==> src/rtl/pulse_shaper_mc_pkg.sv <==
// -----------------------------------------------------------------------------
// pulse_shaper_mc_pkg
// Shared definitions for the multi-channel pulse shaper:
//   state_e     per-channel FSM state encoding (IDLE / DELAY / ACTIVE)
//   NON_RETRIG  retrig_mode value: triggers ignored while the gate is active
//   RETRIG      retrig_mode value: a trigger during the gate reloads the width
// -----------------------------------------------------------------------------
package pulse_shaper_mc_pkg;

  typedef enum logic [1:0] {
    ST_IDLE   = 2'd0,
    ST_DELAY  = 2'd1,
    ST_ACTIVE = 2'd2
  } state_e;

  localparam logic NON_RETRIG = 1'b0;
  localparam logic RETRIG     = 1'b1;

endpackage

==> src/rtl/pulse_shaper_ch.sv <==
// -----------------------------------------------------------------------------
// pulse_shaper_ch
// One trigger/gate channel: rising-edge detector, IDLE/DELAY/ACTIVE FSM and a
// shared down-counter used for both the delay and the gate width.
//
// Ports
//   sys_clk      clock, rising edge
//   sys_rst      synchronous active-high reset
//   enable       run enable; low forces IDLE with outputs low and no done
//   retrig_mode  NON_RETRIG / RETRIG behaviour while ACTIVE
//   trig_in      trigger level, rising edge significant
//   dly_cfg      delay in clocks, latched at trigger
//   wid_cfg      gate width in clocks, latched at trigger (0 = ignore trigger)
//   gate_out     registered gate pulse
//   busy         registered, high while in DELAY or ACTIVE
//   done         registered one-cycle strobe on the cycle the gate falls
//
// Timing: a rise detected at edge n is captured into the p1 stage and acted on
// by the FSM at edge n+1, so busy rises at n+1 and gate_out at n+1+dly. The
// registered outputs are decoded from the next state so they track the FSM
// state exactly.
// -----------------------------------------------------------------------------
module pulse_shaper_ch
  import pulse_shaper_mc_pkg::*;
#(
  parameter int CNT_W = 8
) (
  input  logic             sys_clk,
  input  logic             sys_rst,
  input  logic             enable,
  input  logic             retrig_mode,
  input  logic             trig_in,
  input  logic [CNT_W-1:0] dly_cfg,
  input  logic [CNT_W-1:0] wid_cfg,
  output logic             gate_out,
  output logic             busy,
  output logic             done
);

  logic             trig_p0;
  logic             vld_p1;
  logic [CNT_W-1:0] dly_p1;
  logic [CNT_W-1:0] wid_p1;

  state_e           state;
  state_e           state_nxt;
  logic [CNT_W-1:0] cnt;
  logic [CNT_W-1:0] cnt_nxt;
  logic [CNT_W-1:0] wid_lat;
  logic [CNT_W-1:0] wid_lat_nxt;
  logic             done_nxt;
  logic             last;

  // ---- Stage p0 -> p1: edge detect and configuration capture ----
  // The trigger history keeps updating while enable is low; a qualified
  // trigger already folds in enable and the nonzero-width condition.
  always_ff @(posedge sys_clk) begin
    if (sys_rst) begin
      trig_p0 <= 1'b0;
      vld_p1  <= 1'b0;
    end else begin
      trig_p0 <= trig_in;
      vld_p1  <= trig_in & ~trig_p0 & enable & (wid_cfg != '0);
    end
  end

  always_ff @(posedge sys_clk) begin
    dly_p1 <= dly_cfg;
    wid_p1 <= wid_cfg;
  end

  // ---- Stage p1 -> outputs: channel FSM ----
  // cnt holds the number of cycles left in the current state, including the
  // one being entered, so a state is left on the edge where cnt is 1.
  assign last = (cnt <= CNT_W'(1));

  always_comb begin
    state_nxt   = state;
    cnt_nxt     = cnt;
    wid_lat_nxt = wid_lat;
    done_nxt    = 1'b0;
    if (!enable) begin
      state_nxt = ST_IDLE;
      cnt_nxt   = '0;
    end else begin
      unique case (state)
        ST_IDLE: begin
          if (vld_p1) begin
            wid_lat_nxt = wid_p1;
            if (dly_p1 != '0) begin
              state_nxt = ST_DELAY;
              cnt_nxt   = dly_p1;
            end else begin
              state_nxt = ST_ACTIVE;
              cnt_nxt   = wid_p1;
            end
          end
        end
        ST_DELAY: begin
          if (last) begin
            state_nxt = ST_ACTIVE;
            cnt_nxt   = wid_lat;
          end else begin
            cnt_nxt = cnt - CNT_W'(1);
          end
        end
        ST_ACTIVE: begin
          // A retrigger on the final active cycle still extends the gate.
          if (vld_p1 && (retrig_mode == RETRIG)) begin
            cnt_nxt = wid_p1;
          end else if (last) begin
            state_nxt = ST_IDLE;
            cnt_nxt   = '0;
            done_nxt  = 1'b1;
          end else begin
            cnt_nxt = cnt - CNT_W'(1);
          end
        end
        default: begin
          state_nxt = ST_IDLE;
          cnt_nxt   = '0;
        end
      endcase
    end
  end

  always_ff @(posedge sys_clk) begin
    if (sys_rst) begin
      state    <= ST_IDLE;
      cnt      <= '0;
      gate_out <= 1'b0;
      busy     <= 1'b0;
      done     <= 1'b0;
    end else begin
      state    <= state_nxt;
      cnt      <= cnt_nxt;
      gate_out <= (state_nxt == ST_ACTIVE);
      busy     <= (state_nxt != ST_IDLE);
      done     <= done_nxt;
    end
  end

  always_ff @(posedge sys_clk) begin
    wid_lat <= wid_lat_nxt;
  end

endmodule

==> src/rtl/pulse_shaper_mc.sv <==
// -----------------------------------------------------------------------------
// pulse_shaper_mc
// CH_NUM independent trigger-to-gate pulse shapers sharing clock, reset,
// enable and retrigger mode.
//
// Parameters
//   CH_NUM  number of channels (1..16)
//   CNT_W   width of the per-channel delay/width counters
//
// Ports
//   sys_clk      clock, rising edge
//   sys_rst      synchronous active-high reset
//   enable       global run enable; low aborts all channels
//   retrig_mode  0 = non-retriggerable, 1 = retriggerable during active gate
//   trig_in      per-channel trigger level [CH_NUM]
//   dly_cfg      per-channel delay, channel i at [i*CNT_W +: CNT_W]
//   wid_cfg      per-channel gate width, same packing
//   gate_out     per-channel gate pulse, registered
//   busy         per-channel DELAY/ACTIVE flag, registered
//   done         per-channel one-cycle end-of-gate strobe, registered
// -----------------------------------------------------------------------------
module pulse_shaper_mc
  import pulse_shaper_mc_pkg::*;
#(
  parameter int CH_NUM = 4,
  parameter int CNT_W  = 8
) (
  input  logic                    sys_clk,
  input  logic                    sys_rst,
  input  logic                    enable,
  input  logic                    retrig_mode,
  input  logic [CH_NUM-1:0]       trig_in,
  input  logic [CH_NUM*CNT_W-1:0] dly_cfg,
  input  logic [CH_NUM*CNT_W-1:0] wid_cfg,
  output logic [CH_NUM-1:0]       gate_out,
  output logic [CH_NUM-1:0]       busy,
  output logic [CH_NUM-1:0]       done
);

  for (genvar i = 0; i < CH_NUM; i++) begin : g_ch
    pulse_shaper_ch #(
      .CNT_W(CNT_W)
    ) u_ch (
      .sys_clk    (sys_clk),
      .sys_rst    (sys_rst),
      .enable     (enable),
      .retrig_mode(retrig_mode),
      .trig_in    (trig_in[i]),
      .dly_cfg    (dly_cfg[i*CNT_W +: CNT_W]),
      .wid_cfg    (wid_cfg[i*CNT_W +: CNT_W]),
      .gate_out   (gate_out[i]),
      .busy       (busy[i]),
      .done       (done[i])
    );
  end

endmodule

==> config.mk <==
export PLATFORM = sky130hd
export DESIGN_NAME = pulse_shaper_mc
export DESIGN_NICKNAME = d
export VERILOG_FILES = /design/src/rtl/pulse_shaper_mc_pkg.sv /design/src/rtl/pulse_shaper_ch.sv /design/src/rtl/pulse_shaper_mc.sv
export SDC_FILE = /design/constraint.sdc
export NUM_CORES = 1
export LEC_CHECK = 0
export CAP_MARGIN = 5
export CORE_MARGIN = 2
export CORE_UTILIZATION = 59
export CTS_CLUSTER_SIZE = 24
export DETAILED_ROUTE_END_ITERATION = 8
export PLACE_DENSITY = 0.81
export RECOVER_POWER = 100
export SLEW_MARGIN = 20
export SYNTH_ARGS = -nofsm -noshare
export SYNTH_HDL_FRONTEND = slang
export SYNTH_SLANG_ARGS = --single-unit
==> constraint.sdc <==
create_clock -name sys_clk -period 6.4 [get_ports sys_clk]
set_clock_uncertainty 0.15 [all_clocks]
set_input_delay 0.64 -clock sys_clk [delete_from_list [all_inputs] [get_ports sys_clk]]
set_output_delay 0.64 -clock sys_clk [all_outputs]
set_load 0.005 [all_outputs]
==> flow_metrics.env <==
export IMPL_syn_to_final_growth_pct=22.4
export IMPL_root_buffer="clkbuf_8"
export IMPL_period_needed_ns=3.09
export IMPL_clock_latency_ns=0.53
export IMPL_synth_fp_nets=714
export IMPL_ir_worst_vdd_uv=208
export IMPL_timing_fmax_mhz=324
export IMPL_p_per_area_nw_per_um2=290
export IMPL_r2r_start="g_ch[0].u_ch.cnt[3]"
export IMPL_ios=84
export IMPL_hold_depth=1
export IMPL_cap_violations=0
export IMPL_hp_start="g_ch[2].u_ch.trig_p0"
export IMPL_critPathKind="reg2reg"
export IMPL_cts_max_level=4
export IMPL_arrival_ns=3.37
export IMPL_hold_viol=0
export IMPL_grt_ovfl_total=0
export IMPL_antenna_found_initial=0
export IMPL_leakagePower_uw=0.00297
export IMPL_track_usage=0.266
export IMPL_cts_tree="built"
export IMPL_rr_worst_depth=5
export IMPL_netlist_area_sq_um=6400
export IMPL_ys_flop_type="dfxtp_1"
export IMPL_rows=38
export IMPL_cts_hold_buf=0
export IMPL_synth_compound_area_frac=0.200
export IMPL_finalSetupViolations=0
export IMPL_pre_cts_slack_ns=3.30
export IMPL_finalMaxSlewViolations=0
export IMPL_clkSlewWorstSetupHoldPaths_ns=0.06
export IMPL_grt_start_max_net_pins=21
export IMPL_status="completed"
export IMPL_die_area_sq_um=11700
export IMPL_synth_edf_count=32
export IMPL_n_antenna_cell=0
export IMPL_rsz0062_at_grt="no"
export IMPL_post_cts_resized=0
export IMPL_worst_ep_required_time_ns=6.68
export IMPL_slew_headroom=0.353
export IMPL_crit_buf_inv=0
export IMPL_final_cells=856
export IMPL_grt_pass1_wl_mm=24.2
export IMPL_drc=0
export IMPL_synth_xor_area_frac=0.0164
export IMPL_wl_mm=15.2
export IMPL_fp_coreArea_sq_um=10700
export IMPL_synth_distinct_cells=68
export IMPL_synthArstFlopShare=0
export IMPL_io_buffers=83
export IMPL_finalWorstSetupSlack_ns=3.31
export IMPL_num_nets_final=783
export IMPL_cpPeakStageDelay_ns=0.82
export IMPL_vias=5327
export IMPL_cp_top_family="simple AND/OR/NAND/NOR gates"
export IMPL_wl_per_cell_um=17.8
export IMPL_initial_utilization=0.599
export IMPL_start_kind="flop"
export IMPL_vias_per_cell=6.22
export IMPL_setup_worst_path_end_class="flop"
export IMPL_place_hpwl_mm=10.7
export IMPL_fillerInstances=788
export IMPL_period_share=0.483
export IMPL_grt_pass1_vias=5002
export IMPL_die_h_um=108
export IMPL_die_w_um=108
export IMPL_synth_top_family_by_area="compound AO/OA/AOI/OAI gates"
export IMPL_synthMuxAreaShare=0.00488
export IMPL_cts_buffers=17
export IMPL_gp_congestion=0.913
export IMPL_cp_slowest_cell="nor4_1"
export IMPL_synth_fa_ha_area_frac=0.0156
export IMPL_synth_simple_area_share=0.186
export IMPL_ys_seq_area_frac=0.538
export IMPL_finalSetupTns_ns=0
export IMPL_drive_gt1_frac=0.0642
export IMPL_worst_path_max_fanout=8
export IMPL_cp_cell_sequence="or4_1, nor4_1, and2_0, a222oi_1, a211oi_1"
export IMPL_post_cts_buffers=0
export IMPL_syn_inst=634
export IMPL_drt_antenna_violating_nets=0
export IMPL_ys_seq_elements=156
export IMPL_hp_class="reg2reg"
export IMPL_dr_pass1_iters=8
export IMPL_synth_warnings=0
export IMPL_worst_pin_slew_ns=0.961
export IMPL_cts_path_max_buffers=2
export IMPL_reg2reg_slack_ns=3.31
export IMPL_cp_depth=5
export IMPL_cp_startpoint="g_ch[0].u_ch.cnt[3]"
export IMPL_cts_num_sinks=156
export IMPL_drt_iter0_markers=429
export IMPL_avgSynthCellArea_sq_um=10.1
export IMPL_place_inst=824
==> worst register-to-register path, stage by stage (launching register included) <==
cell and delay (ns):
dfxtp_1 0.40, or4_1 0.64, nor4_1 0.82, and2_0 0.50, a222oi_1 0.18, a211oi_1 0.30
==> placed cells by master, fill, tap and decap left out, drive strengths merged, types with 4 or more instances in the layout <==
master and n:
a2111oi 4, o221a 5, o31ai 5, a222oi 6, edfxtp 32, xor2 9, dlygate4sd3 78, a22oi 9
dfxtp 124, a31oi 11, nand2b 13, nand3 8, a211oi 8, a21o 7, a21oi 40, inv 20
nor2 52, or4 6, a221oi 12, bufinv 5, nor2b 13, o31a 7, o21ai 35, clkbuf 22
or3 7, and2 5, o221ai 7, ha 8, clkdlybuf4s50 5, nor4 23, or2 7, nor3 20
and3 9, nand2 44
==> cell families (layout without fill, tap and decap cells) <==
logic type                 after synthesis  after routing
buffers and inverters                   52            134
xor gates and xnor gates                12             12
adders and majority gates                8              8
DFF                                    156            156
muxes                                    3              3
and+or+nand+nor                        220            220
AOI/OAI and AO/OA                      183            183
==> final timing paths <==
kind	endpoint
worst min-delay path	g_ch[2].u_ch.vld_p1
worst max register to register	g_ch[0].u_ch.cnt[0]
worst max-delay path	g_ch[0].u_ch.cnt[0]
worst min register to register	g_ch[2].u_ch.vld_p1
==> metrics by stage <==
step,utilization,cell area (sq um),total power [uW],hold slack [ns]
2_1_floorplan,-,6400,1150,0.223
3_3_place_gp,0.675,7230,1220,0.231
3_5_place_dp,0.675,7230,1220,0.228
4_1_cts,0.735,7870,2290,0.255
5_1_grt,0.733,7840,2340,0.267
6_report,0.733,7840,2270,0.253
==> synthesized netlist by cell type (all sizes together) (13+ instances only) <==
cell / count / area, sq um
nor3: 20 / 105
nand2: 44 / 165
nor2b: 13 / 81.3
o21ai: 35 / 175
nand2b: 13 / 81.3
nor4: 23 / 174
inv: 19 / 71.3
dfxtp: 124 / 2480
nor2: 52 / 198
edfxtp: 32 / 961
clkbuf: 18 / 67.6
a21oi: 40 / 200
buf: 15 / 116
==> flip-flops by register name (all words and copies together), names as in the netlist <==
name and count:
g_ch.u_ch.cnt 32, g_ch.u_ch.trig_p0 4, g_ch.u_ch.busy 4, g_ch.u_ch.vld_p1 4
g_ch.u_ch.state 8, g_ch.u_ch.wid_p1 32, g_ch.u_ch.done 4, g_ch.u_ch.dly_p1 32
g_ch.u_ch.gate_out 4, g_ch.u_ch.wid_lat 32
==> metal layers <==
metal | vias up | track usage | wire length, um
li1 | 2526 | - | -
met2 | 253 | 0.456 | 7570
met4 | 0 | 0.122 | 431
met1 | 2507 | 0.327 | 6110
met5 | - | 0 | 0
met3 | 41 | 0.0500 | 1090
==> layout make-up <==
cell class,count,area [sq um],area share
inverter,19,71.3,0.00910
sequential,156,3440,0.439
multi-input combinational,426,2680,0.342
timing repair buffer,83,831,0.106
clock inverter,10,188,0.0239
tap,140,175,0.0223
clock buffer,22,453,0.0578
==> power breakdown <==
part           internal (uW)  switching (uW)  total, uW
Sequential              1040            25.0       1060
Clock                    695             385       1080
Combinational           65.0            68.3        133
Total                   1800             478       2270
No activity file was read; power rests on OpenSTA's default activity.
